File: src/rtl/fetch_queue.sv
// Instruction prefetch queue: issues sequential word fetches, buffers in-order responses,
// and flushes on redirect. Define FETCHQ_BYPASS_EN to let a response reach the head in its own cycle.
module fetch_queue #(
  parameter int unsigned DEPTH    = 4,
  parameter logic [31:0] RESET_PC = 32'h0000_0000
) (
  input  logic        clk,
  input  logic        reset,
  output logic        imem_req,
  output logic [31:0] imem_addr,
  input  logic        imem_gnt,
  input  logic        imem_rvalid,
  input  logic [31:0] imem_rdata,
  output logic        instr_valid,
  output logic [31:0] instr,
  output logic [31:0] instr_pc,
  input  logic        instr_ready,
  input  logic        redirect,
  input  logic [31:0] redirect_pc
);

  localparam int unsigned AW = (DEPTH > 1) ? $clog2(DEPTH) : 1;
  localparam int unsigned CW = AW + 1;
  localparam int unsigned SW = CW + 1;
  localparam logic [SW-1:0] DEPTH_S = SW'(DEPTH);
  localparam logic [CW-1:0] DEPTH_C = CW'(DEPTH);

  logic [31:0]   r_fetch_pc;
  logic [31:0]   r_resp_pc;
  logic [CW-1:0] r_count;
  logic [CW-1:0] r_live;
  logic [CW-1:0] r_stale;
  logic [AW-1:0] r_rd_ptr;
  logic [AW-1:0] r_wr_ptr;
  logic [31:0]   r_mem_instr [DEPTH];
  logic [31:0]   r_mem_pc    [DEPTH];

  logic [31:0]   w_redirect_pc;
  logic [SW-1:0] w_fill;
  logic [SW-1:0] w_flight;
  logic          w_req;
  logic          w_gnt;
  logic          w_stale_any;
  logic          w_live_resp;
  logic          w_empty;
  logic          w_bypass;
  logic          w_head_valid;
  logic          w_fire;
  logic          w_push;
  logic          w_pop;

  assign w_redirect_pc = {redirect_pc[31:2], 2'b00};
  assign w_fill        = {1'b0, r_count} + {1'b0, r_live};
  assign w_flight      = {1'b0, r_live} + {1'b0, r_stale};

  // Credit covers both FIFO space for live responses and the total outstanding limit.
  assign w_req       = reset && !redirect && (w_fill < DEPTH_S) && (w_flight < DEPTH_S);
  assign w_gnt       = w_req && imem_gnt;
  assign w_stale_any = (r_stale != '0);
  assign w_live_resp = imem_rvalid && !w_stale_any && !redirect;
  assign w_empty     = (r_count == '0);

`ifdef FETCHQ_BYPASS_EN
  assign w_bypass = w_empty && w_live_resp;
`else
  assign w_bypass = 1'b0;
`endif

  assign w_head_valid = !w_empty || w_bypass;
  assign w_fire       = w_head_valid && instr_ready && !redirect;
  assign w_push       = w_live_resp && !(w_bypass && instr_ready);
  assign w_pop        = w_fire && !w_empty;

  assign imem_req    = w_req;
  assign imem_addr   = r_fetch_pc;
  assign instr_valid = w_head_valid;

  always_comb begin
    instr    = 32'h0;
    instr_pc = 32'h0;
    if (w_bypass) begin
      instr    = imem_rdata;
      instr_pc = r_resp_pc;
    end else if (!w_empty) begin
      instr    = r_mem_instr[r_rd_ptr];
      instr_pc = r_mem_pc[r_rd_ptr];
    end
  end

  always_ff @(posedge clk or negedge reset) begin
    if (!reset) begin
      r_fetch_pc <= RESET_PC;
      r_resp_pc  <= RESET_PC;
      r_count    <= '0;
      r_live     <= '0;
      r_stale    <= '0;
      r_rd_ptr   <= '0;
      r_wr_ptr   <= '0;
    end else if (redirect) begin
      // Everything in flight for the old stream becomes stale; the arriving response is dropped.
      r_fetch_pc <= w_redirect_pc;
      r_resp_pc  <= w_redirect_pc;
      r_count    <= '0;
      r_live     <= '0;
      r_stale    <= CW'(w_flight + SW'(w_gnt) - SW'(imem_rvalid));
      r_rd_ptr   <= r_wr_ptr;
    end else begin
      if (w_gnt) begin
        r_fetch_pc <= r_fetch_pc + 32'd4;
      end
      if (w_live_resp) begin
        r_resp_pc <= r_resp_pc + 32'd4;
      end
      r_live  <= r_live + CW'(w_gnt) - CW'(w_live_resp);
      r_stale <= r_stale - CW'(imem_rvalid && w_stale_any);
      r_count <= r_count + CW'(w_push) - CW'(w_pop);
      if (w_push) begin
        r_wr_ptr <= r_wr_ptr + AW'(1);
      end
      if (w_pop) begin
        r_rd_ptr <= r_rd_ptr + AW'(1);
      end
    end
  end

  // NOTE: storage has no reset; r_count alone decides which entries are meaningful.
  always_ff @(posedge clk) begin
    if (w_push) begin
      r_mem_instr[r_wr_ptr] <= imem_rdata;
      r_mem_pc[r_wr_ptr]    <= r_resp_pc;
    end
  end

`ifndef SYNTHESIS
  always @(posedge clk) begin
    if (reset) begin
      assert (!(w_live_resp && r_count == DEPTH_C));
      assert (!(imem_rvalid && w_flight == '0));
    end
  end
`endif

endmodule

File: config.mk
export PLATFORM = sky130hd
export DESIGN_NAME = fetch_queue
export DESIGN_NICKNAME = d
export VERILOG_FILES = /design/src/rtl/fetch_queue.sv
export SDC_FILE = /design/constraint.sdc
export NUM_CORES = 1
export LEC_CHECK = 0
export ABC_AREA = 1
export CORE_UTILIZATION = 50
export DETAILED_ROUTE_END_ITERATION = 16
export HOLD_SLACK_MARGIN = 0.15
export PLACE_DENSITY = 0.72
export SYNTH_ARGS = -nofsm -noshare
export SYNTH_HDL_FRONTEND = slang
export SYNTH_SLANG_ARGS = --single-unit
File: constraint.sdc
create_clock -name clk -period 7 [get_ports clk]
set_clock_uncertainty 0.15 [all_clocks]
set_input_delay 1.05 -clock clk [delete_from_list [all_inputs] [get_ports clk]]
set_output_delay 1.05 -clock clk [all_outputs]
set_load 0.02 [all_outputs]
==> implementation parameters <==
Parameter                              Value

Routing
  Via count normalized by instance count    about 5.4
  Starting DRC count in detailed routing    approximately 1,100
  Wire per inst    16.9 microns
  Vias after detailed routing    11,287
  Number of iterations in the first detailed-routing pass    7
  Wire length reported by the detailed router    35,000 microns
  Number of remaining DRC errors    0
  Remaining antenna violation count after routing    0

Worst setup path
  Number of buffer and inverter instances along the worst setup path    3
  Kind of cell adding the most delay to the critical path    buffers and inverters
  CP Max Fanout    roughly 70
  Start-to-end type of the worst setup path    flip-flop to output pin
  Required time worst endpoint    slightly below 6 ns
  Sort of element at the end of the critical path    output pin
  R2R depth    12
  Worst endpoint data arrival time    roughly 3.8 ns
  Critical path depth in cells    5
  Cell with the largest stage delay on the worst path    sky130_fd_sc_hd__inv_2
  Startpoint types    flip-flop
  Worst path cell trace    inv_2, buf_4, o21ai_0, a21oi_1, clkdlybuf4s50_1
  Delay of the slowest cell on the worst path    0.89 ns

Global route
  Vias in the first global route    10,950
  Tot GR Track Use    23.4%
  First-pass GRT wire length    roughly 56,000 microns
  Number of antenna violations at the first check in global routing    0
  Pin count of the biggest net entering global routing    ~70
  Remaining Overflow, GRT    0

Logic synthesis
  Post-synthesis average cell area    9.74 sq um
  Number of different library cells in the post-synthesis netlist    40
  Top cell type by total area after synthesis    sky130_fd_sc_hd__edfxtp_1
  Adder and majority gate portion of the synthesized area    2.14%
  Mux share of post-synthesis cell area    less than 1%
  Synthesized-area fraction occupied by and/or/nand/nor cells    about a fifth
  Main synth FF type    sky130_fd_sc_hd__edfxtp_1
  Largest family of logic cells by synthesized area    simple AND/OR/NAND/NOR gates
  Synthesis warning total    0
  Sequential fraction of the synthesis area    approximately 63%
  Async set or reset register ratio after synthesis    22.7%
  Mapped Cells    roughly 1,500
  Biggest area contributors in the synthesized netlist    sky130_fd_sc_hd__edfxtp_1 50%, sky130_fd_sc_hd__dfrtp_1 12%, sky130_fd_sc_hd__nor2_1 8.5%, sky130_fd_sc_hd__nand2_1 6.8%, sky130_fd_sc_hd__o21ai_0 5.0%
  Area share of the largest cell type after synthesis    roughly half
  Number of flops mapped to enable cells by yosys    between 200 and 250
  Post-synthesis cell area    ~15,000 sq um
  Flop and latch count out of synthesis    roughly 320
  Compound-Gate Fraction of Synth Area    between 8 and 9%
  Share of the synthesized netlist area taken by xor and xnor gates    under 10%

Final layout
  Final antenna diode count    0
  Footprint of the flip-flops and latches    9280 sq um
  Net count of the finished layout    1,759
  Filler instances    ~2,300
  Area added between synthesis and finish    20.0%
  Multi-input logic area    between 4000 and 5000 sq um
  Fraction of layout instances using a drive strength above 1    under 10%

Timing
  Tcrit/Tclk final    between 70 and 80%
  Number of max-slew violations in the final report    0
  Clock period minus worst slack    between 4 and 5 ns
  Final Worst Setup Slack    roughly 2.0 ns
  Hold Violations, Final    0
  Max_slew headroom    around 26%
  Final-report setup violation count    0
  Total negative slack for setup checks    0 ns
  Worst Tran Pin Value    roughly 1.1 ns
  Max Clk Rate    ~200 MHz
  RSZ-0062 raised after global routing    no

Floorplanning
  Die extent in y    between 150 and 200 microns
  Boundary Pins    ~170
  Effective utilization at floorplan    51.2%
  Standard-cell row count    between 60 and 70
  Die Area    approximately 30,000 sq um
  Die X    ~170 microns
  Area of the core    28,900 sq um

Pwr
  Power after layout    around 0.0066 W
  Pwr per Cell Area    roughly 370 nW/um^2
  Leakage dissipation    between 6 and 7 nW
  IR drop worst, VDD    roughly 0.18 mV

Clock tree
  Worst-path clk slew    approximately 0.060 ns
  Post-CTS setup buffers    0
  Count of clock tree sinks    321
  Source-to-sink clock delay at the later pin of the worst-skew pair    ~0.50 ns
  CTS H-tree lvls    2
  Maximum count of clock buffers along a single path    3
  Library cell used as clock root buffer    sky130_fd_sc_hd__clkbuf_16
  Cells resized by post-CTS repair    0
  Clock tree from TritonCTS    yes
  Number of buffers inserted for hold repair after clock tree synthesis    0
  Total clock buffers created by CTS    34

Placed design
  Number of I/O port buffers    between 150 and 200
  Post-Place Worst Slack    about 2.2 ns
  RD Place Congestion    0.984
  Post-DP HPWL    around 21,000 microns

Worst hold path
  Path category of the worst min-delay check    input pin to async pin

Flow run
  Count of max-cap constraint violations    0

Status
  Status    finished clean
-- sequential cells by signal, indices dropped and copies added (netlist names) --
register,count
r_resp_pc,30
r_rd_ptr,2
r_count,3
r_mem_pc,120
r_wr_ptr,2
r_stale,3
r_mem_instr,128
r_live,3
imem_addr,30
-- cell families (layout without fill, tap and decap cells) --
family                     after synthesis  count (layout)
and+or+nand+nor                        745             745
DFF                                    321             321
AOI/OAI and AO/OA                      241             241
buffers and inverters                  165             329
xor gates and xnor gates                25              25
adders and majority gates               23              23
other                                    1               4
muxes                                    1               1
-- where the power goes --
part | total [W] | switching [W] | internal, W
sequential | 0.00254 | 0.000289 | 0.00225
combinational | 0.00238 | 0.00146 | 0.000925
clock | 0.00169 | 0.000693 | 0.000996
-- layer usage --
| metal | global-route usage [%] | share of wire (%) | vias up |
|---|---|---|---|
| li1 | - | - | 5406 |
| met1 | 31.9 | 44 | 5386 |
| met2 | 38.9 | 47 | 437 |
| met3 | 3.52 | 7.1 | 58 |
| met4 | 7.16 | 2.2 | 0 |
| met5 | 0 | 0 | - |
-- worst paths after layout --
path | slack, ns | to | start
max | 2.02 | instr[5] | r_rd_ptr[0]
min | 0.33 | imem_addr[27] | reset
max reg2reg | 3.32 | r_live[2] | r_stale[1]
min reg2reg | 0.44 | r_mem_pc[3][29] | r_resp_pc[29]
max in group asynchronous | 5.37 | r_rd_ptr[0] | reset
min in group clk | 0.44 | r_mem_pc[3][29] | r_resp_pc[29]
-- final cells by class --
type                            count  area share (%)
Clock buffer                       40            5.09
Clock inverter                     19           0.809
Timing Repair Buffer              173            9.55
Multi-Input combinational cell   1039            27.6
Sequential cell                   321            52.2
Tap cell                          384            2.70
Inverter                           97            2.05
-- cell usage after synthesis (12+ instances only) --
| cell | instances |
|---|---|
| sky130_fd_sc_hd__nor2_1 | 334 |
| sky130_fd_sc_hd__nand2_1 | 268 |
| sky130_fd_sc_hd__edfxtp_1 | 248 |
| sky130_fd_sc_hd__o21ai_0 | 149 |
| sky130_fd_sc_hd__nand3_1 | 96 |
| sky130_fd_sc_hd__inv_1 | 87 |
| sky130_fd_sc_hd__dfrtp_1 | 73 |
| sky130_fd_sc_hd__a21oi_1 | 71 |
| sky130_fd_sc_hd__clkbuf_1 | 39 |
| sky130_fd_sc_hd__buf_2 | 19 |
| sky130_fd_sc_hd__ha_1 | 19 |
| sky130_fd_sc_hd__xor2_1 | 16 |
| sky130_fd_sc_hd__nand4_1 | 12 |
-- metrics by stage --
step / area (sq um) / instances / utilization, % / hold slack, ns
3_5_place_dp: 16700 / 2014 / 57.8 / 0.423
5_1_grt: 17800 / 2073 / 61.5 / 0.350
4_1_cts: 17800 / 2073 / 61.5 / 0.333
2_1_floorplan: 14800 / 1525 / - / 0.346
3_3_place_gp: 16700 / 2014 / 57.8 / 0.393
6_report: 17800 / 2073 / 61.5 / 0.331
-- worst register-to-register path: cells and delay by family (launching register included) --
family	cells	cell delay [ns]
adder cells (fa/ha/maj)	3	0.86
flip-flops	1	0.41
AND/OR/NAND/NOR	3	0.70
XOR/XNOR	1	0.17
buffers and inverters	5	1.27
-- layout by cell type (no fill, tap or decap), drive strengths merged --
| cell type | count |
|---|---|
| nor2 | 342 |
| a21oi | 71 |
| and2 | 1 |
| clkinv | 17 |
| mux2i | 1 |
| o211ai | 5 |
| ha | 19 |
| dfrtp | 73 |
| or2 | 1 |
| nand4 | 12 |
| o22ai | 1 |
| buf | 13 |
| nand3b | 8 |
| xnor2 | 9 |
| conb | 4 |
| xor2 | 16 |
| bufinv | 2 |
| clkbuf | 40 |
| a31oi | 3 |
| nand3 | 97 |
| fa | 4 |
| nand2 | 274 |
| and3 | 2 |
| o21bai | 3 |
| clkdlybuf4s50 | 160 |
| edfxtp | 248 |
| o21ai | 157 |
| a21o | 1 |
| nor3 | 8 |
| inv | 97 |
No activity file was read; power rests on OpenSTA's default activity.
